$ cat src/rtl/remote_boot_pkg.sv
// Shared types and defaults for the remote boot request stage.
// Imported by the top-level FSM and its cycle timers.
package remote_boot_pkg;

    typedef enum logic [2:0] {
        ST_IDLE      = 3'd0,
        ST_ARMED     = 3'd1,
        ST_WAIT_IDLE = 3'd2,
        ST_HOLDOFF   = 3'd3,
        ST_BOOT      = 3'd4
    } boot_state_t;

    localparam logic [7:0] DEFAULT_CMD_ARM  = 8'hA5;
    localparam logic [7:0] DEFAULT_CMD_BOOT = 8'h5A;

    // Width of a counter that must hold values 0..n without wrapping.
    function automatic int unsigned count_width(input int unsigned n);
        return (n < 1) ? 1 : $clog2(n + 1);
    endfunction

endpackage

$ cat src/rtl/remote_boot_request_cycle_timer.sv
// Clearable up-counter with a terminal-count flag at N-1.
// The count saturates at terminal so it can never wrap.
module cycle_timer
    import remote_boot_pkg::*;
#(
    parameter int unsigned N = 16
) (
    input  logic clk,
    input  logic rst_n,
    input  logic clear,
    input  logic enable,
    output logic terminal
);

    localparam int unsigned W = count_width(N);

    logic [W-1:0] count;

    always_ff @(posedge clk or negedge rst_n) begin
        if (!rst_n) begin
            count <= '0;
        end else if (clear) begin
            count <= '0;
        end else if (enable && !terminal) begin
            count <= count + W'(1);
        end
    end

    assign terminal = (count == W'(N - 1));

endmodule

$ cat src/rtl/remote_boot_request.sv
// Qualifies host reboot commands with an ARM/BOOT handshake and timeout, waits for
// flash to go idle for a hold-off window, then raises the sticky bootapp level.
module remote_boot_request
    import remote_boot_pkg::*;
#(
    parameter int unsigned ARM_TIMEOUT = 125_000_000,
    parameter int unsigned TX_HOLDOFF  = 1_250_000,
    parameter logic [7:0]  CMD_ARM     = DEFAULT_CMD_ARM,
    parameter logic [7:0]  CMD_BOOT    = DEFAULT_CMD_BOOT
) (
    input  logic       clk,
    input  logic       rst_n,
    input  logic       cmd_valid,
    input  logic [7:0] cmd_code,
    input  logic       flash_busy,
    input  logic       abort,
    output logic       bootapp,
    output logic       armed,
    output logic       boot_pending,
    output logic       reject
);

    boot_state_t state;
    boot_state_t state_next;
    logic        reject_next;

    logic        is_arm;
    logic        is_boot;
    logic        arm_clear;
    logic        arm_enable;
    logic        arm_tc;
    logic        hold_clear;
    logic        hold_enable;
    logic        hold_tc;

    assign is_arm  = cmd_valid && (cmd_code == CMD_ARM);
    assign is_boot = cmd_valid && (cmd_code == CMD_BOOT);

    // Timers restart on every entry into their state; a re-arm also restarts the arm timeout.
    assign arm_clear   = (state != ST_ARMED) || (!abort && is_arm);
    assign arm_enable  = (state == ST_ARMED);
    assign hold_clear  = (state != ST_HOLDOFF);
    assign hold_enable = (state == ST_HOLDOFF);

    cycle_timer #(
        .N(ARM_TIMEOUT)
    ) u_arm_timer (
        .clk     (clk),
        .rst_n   (rst_n),
        .clear   (arm_clear),
        .enable  (arm_enable),
        .terminal(arm_tc)
    );

    cycle_timer #(
        .N(TX_HOLDOFF)
    ) u_hold_timer (
        .clk     (clk),
        .rst_n   (rst_n),
        .clear   (hold_clear),
        .enable  (hold_enable),
        .terminal(hold_tc)
    );

    // Same-cycle priority is abort, then a command strobe, then the arm timeout.
    always_comb begin
        state_next  = state;
        reject_next = 1'b0;
        case (state)
            ST_IDLE: begin
                if (is_arm) begin
                    state_next = ST_ARMED;
                end
            end
            ST_ARMED: begin
                if (abort) begin
                    state_next = ST_IDLE;
                end else if (cmd_valid) begin
                    if (is_arm) begin
                        state_next = ST_ARMED;
                    end else if (is_boot) begin
                        state_next = ST_WAIT_IDLE;
                    end else begin
                        state_next  = ST_IDLE;
                        reject_next = 1'b1;
                    end
                end else if (arm_tc) begin
                    state_next  = ST_IDLE;
                    reject_next = 1'b1;
                end
            end
            ST_WAIT_IDLE: begin
                if (abort) begin
                    state_next = ST_IDLE;
                end else if (!flash_busy) begin
                    state_next = ST_HOLDOFF;
                end
            end
            ST_HOLDOFF: begin
                if (abort) begin
                    state_next = ST_IDLE;
                end else if (flash_busy) begin
                    state_next = ST_WAIT_IDLE;
                end else if (hold_tc) begin
                    state_next = ST_BOOT;
                end
            end
            ST_BOOT: begin
                state_next = ST_BOOT;
            end
            default: begin
                state_next = ST_IDLE;
            end
        endcase
    end

    // Outputs are decoded from the next state so they line up with the state register.
    always_ff @(posedge clk or negedge rst_n) begin
        if (!rst_n) begin
            state        <= ST_IDLE;
            armed        <= 1'b0;
            boot_pending <= 1'b0;
            bootapp      <= 1'b0;
            reject       <= 1'b0;
        end else begin
            state        <= state_next;
            armed        <= (state_next == ST_ARMED);
            boot_pending <= (state_next == ST_WAIT_IDLE) || (state_next == ST_HOLDOFF);
            bootapp      <= (state_next == ST_BOOT);
            reject       <= reject_next;
        end
    end

endmodule

$ cat config.mk
export PLATFORM = sky130hd
export DESIGN_NAME = remote_boot_request
export DESIGN_NICKNAME = d
export VERILOG_FILES = /design/src/rtl/remote_boot_pkg.sv /design/src/rtl/remote_boot_request_cycle_timer.sv /design/src/rtl/remote_boot_request.sv
export SDC_FILE = /design/constraint.sdc
export NUM_CORES = 1
export LEC_CHECK = 0
export BUFFER_PORTS_ARGS = -buffer_cell sky130_fd_sc_hd__buf_2
export CAP_MARGIN = 25
export CELL_PAD_IN_SITES_DETAIL_PLACEMENT = 0
export CELL_PAD_IN_SITES_GLOBAL_PLACEMENT = 1
export CORE_MARGIN = 10
export CORE_UTILIZATION = 35
export CTS_CLUSTER_SIZE = 12
export DETAILED_ROUTE_END_ITERATION = 10
export GPL_TIMING_DRIVEN = 0
export PLACE_DENSITY = 0.67
export SETUP_SLACK_MARGIN = 0.02
export SLEW_MARGIN = 5
export SYNTH_ARGS = -nofsm -noshare
export SYNTH_HDL_FRONTEND = slang
export SYNTH_SLANG_ARGS = --single-unit
$ cat constraint.sdc
create_clock -name clk -period 3.1 [get_ports clk]
set_input_delay 0.62 -clock clk [delete_from_list [all_inputs] [get_ports clk]]
set_output_delay 0.62 -clock clk [all_outputs]
set_load 0.01 [all_outputs]
Yosys cells after proc, flatten, opt, wreduce, memory -nomap -nowiden

Cells that the tools add are included.

Register bits: 55
Input port bits: 13
Output and inout port bits: 4
Word-level logic and storage cells: 58

Add/sub/neg operators: 2
Eq/ne operators: 14
Multiplexer cells: 22
Reductions and logical operators: 13

Operators with widths:

| operator                | number |
|---|---|
| $mux W27                | 2 |
| $mux W21                | 2 |
| $add A27 B1 Y27 const B | 1 |
| $eq A27 B27 Y1 const B  | 1 |
| $mux W3                 | 9 |
| $add A21 B1 Y21 const B | 1 |
| $eq A21 B21 Y1 const B  | 1 |
| $pmux W3 S5             | 1 |
| $eq A3 B2 Y1 const B    | 4 |
| $eq A8 B7 Y1 const B    | 1 |
| $eq A8 B8 Y1 const B    | 1 |
| $eq A3 B1 Y1 const B    | 2 |
| $eq A3 B3 Y1 const B    | 2 |
| $mux W1                 | 6 |
| $logic_and A1 B1 Y1     | 5 |
| $mux W2                 | 2 |
| $reduce_bool A2 Y1      | 2 |
| $logic_not A1 Y1        | 3 |
| $logic_not A3 Y1        | 1 |
| $ne A3 B1 Y1 const B    | 1 |
| $ne A3 B2 Y1 const B    | 1 |
| $logic_or A1 B1 Y1      | 2 |

Longest topological paths before layout

Depth after elaboration: 9
Depth in mapped cells: 6
Depth with buffers taken out: 5

Hierarchy

Synthesis repeated with hierarchy kept, for this count alone.

Cells, all modules: 317
Area, all modules: 3030.4 um^2

Modules (own cells, without submodules):

| module                     | times used | cells an instance | area an instance (um^2) | sequential area each (um^2) |
|---|---|---|---|---|
| cycle_timer (u_arm_timer)  | 1          | 154               | 1443.9                  | 675.6 |
| cycle_timer (u_hold_timer) | 1          | 124               | 1173.6                  | 525.5 |
| remote_boot_request        | 1          | 39                | 412.9                   | 175.2 |

Least setup slack after synthesis

No wires, ideal clock.

Path kind: register -> register
Start: reg u_arm_timer.count[0]
End: reg reject
Library setup time: 0.111 ns
Arrival time: 1.868 ns
Required time: 2.989 ns
Path slack: 1.121 ns
Cell stages (with the launch flop): 6
Path buffers: 0
Period minus slack after synthesis: 1.979 ns
Cells stage by stage: dfrtp_1 ha_1 nand2_1 or4_1 or3_1 a2111oi_2

Word-level cells in the longest chain between the ends: 5

Ends and longest elaborated chain:

| item                   | RTL line                              | source |
|---|---|---|
| from (decl)            | remote_boot_request_cycle_timer.sv:17 | `logic [W-1:0] count;` |
| from (signal assigned) | remote_boot_request_cycle_timer.sv:25 | `count <= count + W'(1);` |
| $eq A27 B27 Y1         | remote_boot_request_cycle_timer.sv:29 | `assign terminal = (count == W'(N - 1));` |
| $mux W1                | remote_boot_request.sv:87             | `end else if (arm_tc) begin` |
| $mux W1                | remote_boot_request.sv:78             | `end else if (cmd_valid) begin` |
| $mux W1                | remote_boot_request.sv:76             | `if (abort) begin` |
| $mux W1                | remote_boot_request.sv:69             | `case (state)` |
| named net reject_next  | remote_boot_request.sv:25             | `logic reject_next;` |
| to (signal assigned)   | remote_boot_request.sv:130            | `reject <= reject_next;` |
| to (decl)              | remote_boot_request.sv:20             | `output logic reject` |

The timed path passes the listed nets, and every way through them passes these cells.
A chain may end at the register's enable or synchronous reset.

Worst setup path after layout

Same ends and word-level chain as after synthesis.

==> run summary <==
CTS sink count = 55
Count of unique library cells instantiated by Yosys = 42
CP Capture Type = flip-flop
H-tree depth = 2
Final WL = 7490 um
Final Total Pwr = 0.00125 W
Die Height = 114 um
Max IR drop VDD = 0.191 mV
Slowest cell delay on critical path = 620 ps
Setup TNS = 0 ps
Syn Inst Count = 334
Largest net degree at the start of global routing = 37
EDFF count, synth = 0
Max-slew headroom = 56.3%
Initial drt markers = 145
Die Wd = 114 um
PostCTS Resize Cnt = 0
Boundary Pins = 17
Leakage = 1.19 nW
Worst Path Max Fanout = 7
CTS root buf = clkbuf_8
WP data required = 3310 ps
Fin nets = 374
Worst Tran Pin Value = 649 ps
Hold Fails Final Rpt = 0
Wirelength per Cell = 16.0 um
Hold Path Class = primary input to asynchronous set/reset pin
Grt ovf = 0
Full die area = 0.0130 mm^2
Clk_skew = 11.1 ps
Worst R2R Path Depth = 5
Unrepaired setup endpoints after global routing = false
Syn_nets = 349
Mean post-synth cell area = 9.23 um^2
Setup Buffers After CTS = 0
Clock tree from TritonCTS = done
Core region area = 0.00864 mm^2
Clock tree buffer depth = 2
Area after DPL = 0.00332 mm^2
Crit path time final = 2240 ps
Vias after detailed routing = 2671
IO Port Bufs = 16
Seq cells post-synth = 55
Via density = 5.71
Layout cells sized above 1 = 10.3%
Slew Limit Fails = 0
Initial antenna violation count = 0
Global-route wire length before repair = 13100 um
Site Rows = 34
Num CTS Buffers = 5
Crit path kind = flip-flop to flip-flop
Asr flop ratio synth = 100%
Global Route Usage Sum = 11.8%
Post-CTS Hold Buffers = 0
Worst-path clk slew = 100 ps
Detailed Place HPWL = 5430 um
Max-Cap Viols = 0
Worst-Skew Late Latency = 310 ps
Seq/Total Area, Yosys = 44.7%
Top FF cell, synth = dfrtp_1
Final ANT Viol Nets = 0
Post-synthesis cell area = 0.00308 mm^2
Final Setup Violations = 0
Final Instance Area = 0.00344 mm^2
Initial DRT Pass Iterations = 5
Area added between synthesis and finish = 11.6%
Worst path depth = 5
Global placement routability congestion = 0.806
ANT cells = 0
CP bufs+invs = 0
Fmax achieved = 0.446 GHz
Worst setup SP type = flip-flop
Pwr dens = 365 mW/mm^2
Worst endpoint data arrival time = 2450 ps
CP top delay family = simple AND/OR/NAND/NOR gates
DR DRC count = 0
Crit-path cells = ha_1, nand2_1, or4_1, or3_1, a2111oi_2
Critical-path top delay cell = or4_1
YS warnings = 0
Vias in the first global route = 2607
Initial Util = 35.7%
Final period util = 72.3%
Status = completed
## cell families after synthesis
logic type | count (synthesis) | share of synthesized area (%)
adders and majority gates | 2 | 0.812
AOI/OAI and AO/OA | 63 | 12.7
DFF | 55 | 44.7
xor gates and xnor gates | 16 | 4.55
and+or+nand+nor | 165 | 31.5
muxes | 7 | 2.31
buffers and inverters | 26 | 3.41
## layout make-up
| type | instances | area, um^2 |
|---|---|---|
| Tap cell | 108 | 135 |
| Inverter | 11 | 41.3 |
| Multi-Input combinational cell | 253 | 1600 |
| Fill cell | 917 | 5200 |
| Timing Repair Buffer | 18 | 105 |
| Buffer | 15 | 63.8 |
| Sequential cell | 55 | 1380 |
| Clock inverter | 2 | 35.0 |
| Clock buffer | 6 | 82.6 |
## placed cells by master, fill, tap and decap left out, types with 3 or more instances in the layout
cell type	netlist	layout
nor2_1	24	24
nor4b_1	6	6
nand3b_1	10	10
clkbuf_1	13	13
and4_1	5	5
inv_1	11	11
or2_2	4	4
o21ai_0	9	9
dfrtp_1	55	55
nand4_1	14	14
and3_1	4	4
buf_2	0	16
or3_1	4	4
xor2_1	3	3
a211oi_1	3	3
a21oi_1	28	28
nor4_1	12	12
or4_1	16	16
clkbuf_8	0	6
nand3_1	25	25
nor3_1	9	9
o31ai_1	15	15
nand2_1	21	21
xnor2_1	13	13
mux2i_1	6	6
## flip-flops by register name, summed over array words and instances (netlist names)
| register | flops |
|---|---|
| bootapp | 1 |
| u_arm_timer.count | 27 |
| boot_pending | 1 |
| state | 3 |
| u_hold_timer.count | 21 |
| reject | 1 |
| armed | 1 |
## metal layers
layer	track usage, %	wire length, um	share of wire (%)
met5	0	0	0
met4	2.84	72	0.96
met3	2.47	254	3.4
met2	18.6	3480	46
met1	16.2	3680	49
## per-stage QoR
| stage | utilization, % | instances | worst slack [ps] | hold slack (ps) |
|---|---|---|---|---|
| after global placement | 38.2 | 458 | 575 | 529 |
| after floorplan | - | 334 | 1120 | 324 |
| after CTS | 39.8 | 467 | 601 | 295 |
| after detailed placement | 38.4 | 459 | 625 | 538 |
| after global routing | 39.8 | 468 | 677 | 302 |
| final | 39.8 | 468 | 860 | 274 |
## cell usage after synthesis (all sizes together) (2+ instances only)
master	number	area share (%)
o41ai	2	0.57
a211oi	3	0.73
nand2	21	2.6
or2	4	0.81
a21oi	28	4.5
dfrtp	55	45
buf	2	0.49
a21boi	2	0.49
nor4	12	2.4
or4	17	4.3
or3	4	0.81
and3	4	0.81
clkbuf	13	1.6
mux2i	6	1.9
nor4b	6	1.7
nand3b	10	2.4
o31ai	15	3.7
o21ai	9	1.5
xnor2	13	3.7
nor3	9	1.5
nor4bb	2	0.65
nor2	24	2.9
nand2b	2	0.41
ha	2	0.81
inv	11	1.3
nand4	15	3.2
and4	5	1.4
nand3	26	4.4
xor2	3	0.85
## where the power goes
group / switching (W) / internal [W] / total [W]
registers: 0.000000313 / 0.000718 / 0.000718
clock network: 0.000237 / 0.000262 / 0.000499
logic: 0.0000248 / 0.0000122 / 0.0000370
total: 0.000263 / 0.000992 / 0.00125
## path summary, 6_finish.rpt
check / startpoint / to / slack [ps]
max: u_arm_timer.count[0] / reject / 860
min: rst_n / u_arm_timer.count[3] / 270
max reg2reg: u_arm_timer.count[0] / reject / 860
min reg2reg: u_hold_timer.count[20] / u_hold_timer.count[20] / 570
max in group asynchronous: rst_n / u_arm_timer.count[22] / 2260
min in group clk: u_hold_timer.count[20] / u_hold_timer.count[20] / 570
Power figures use the tool's default switching activity.
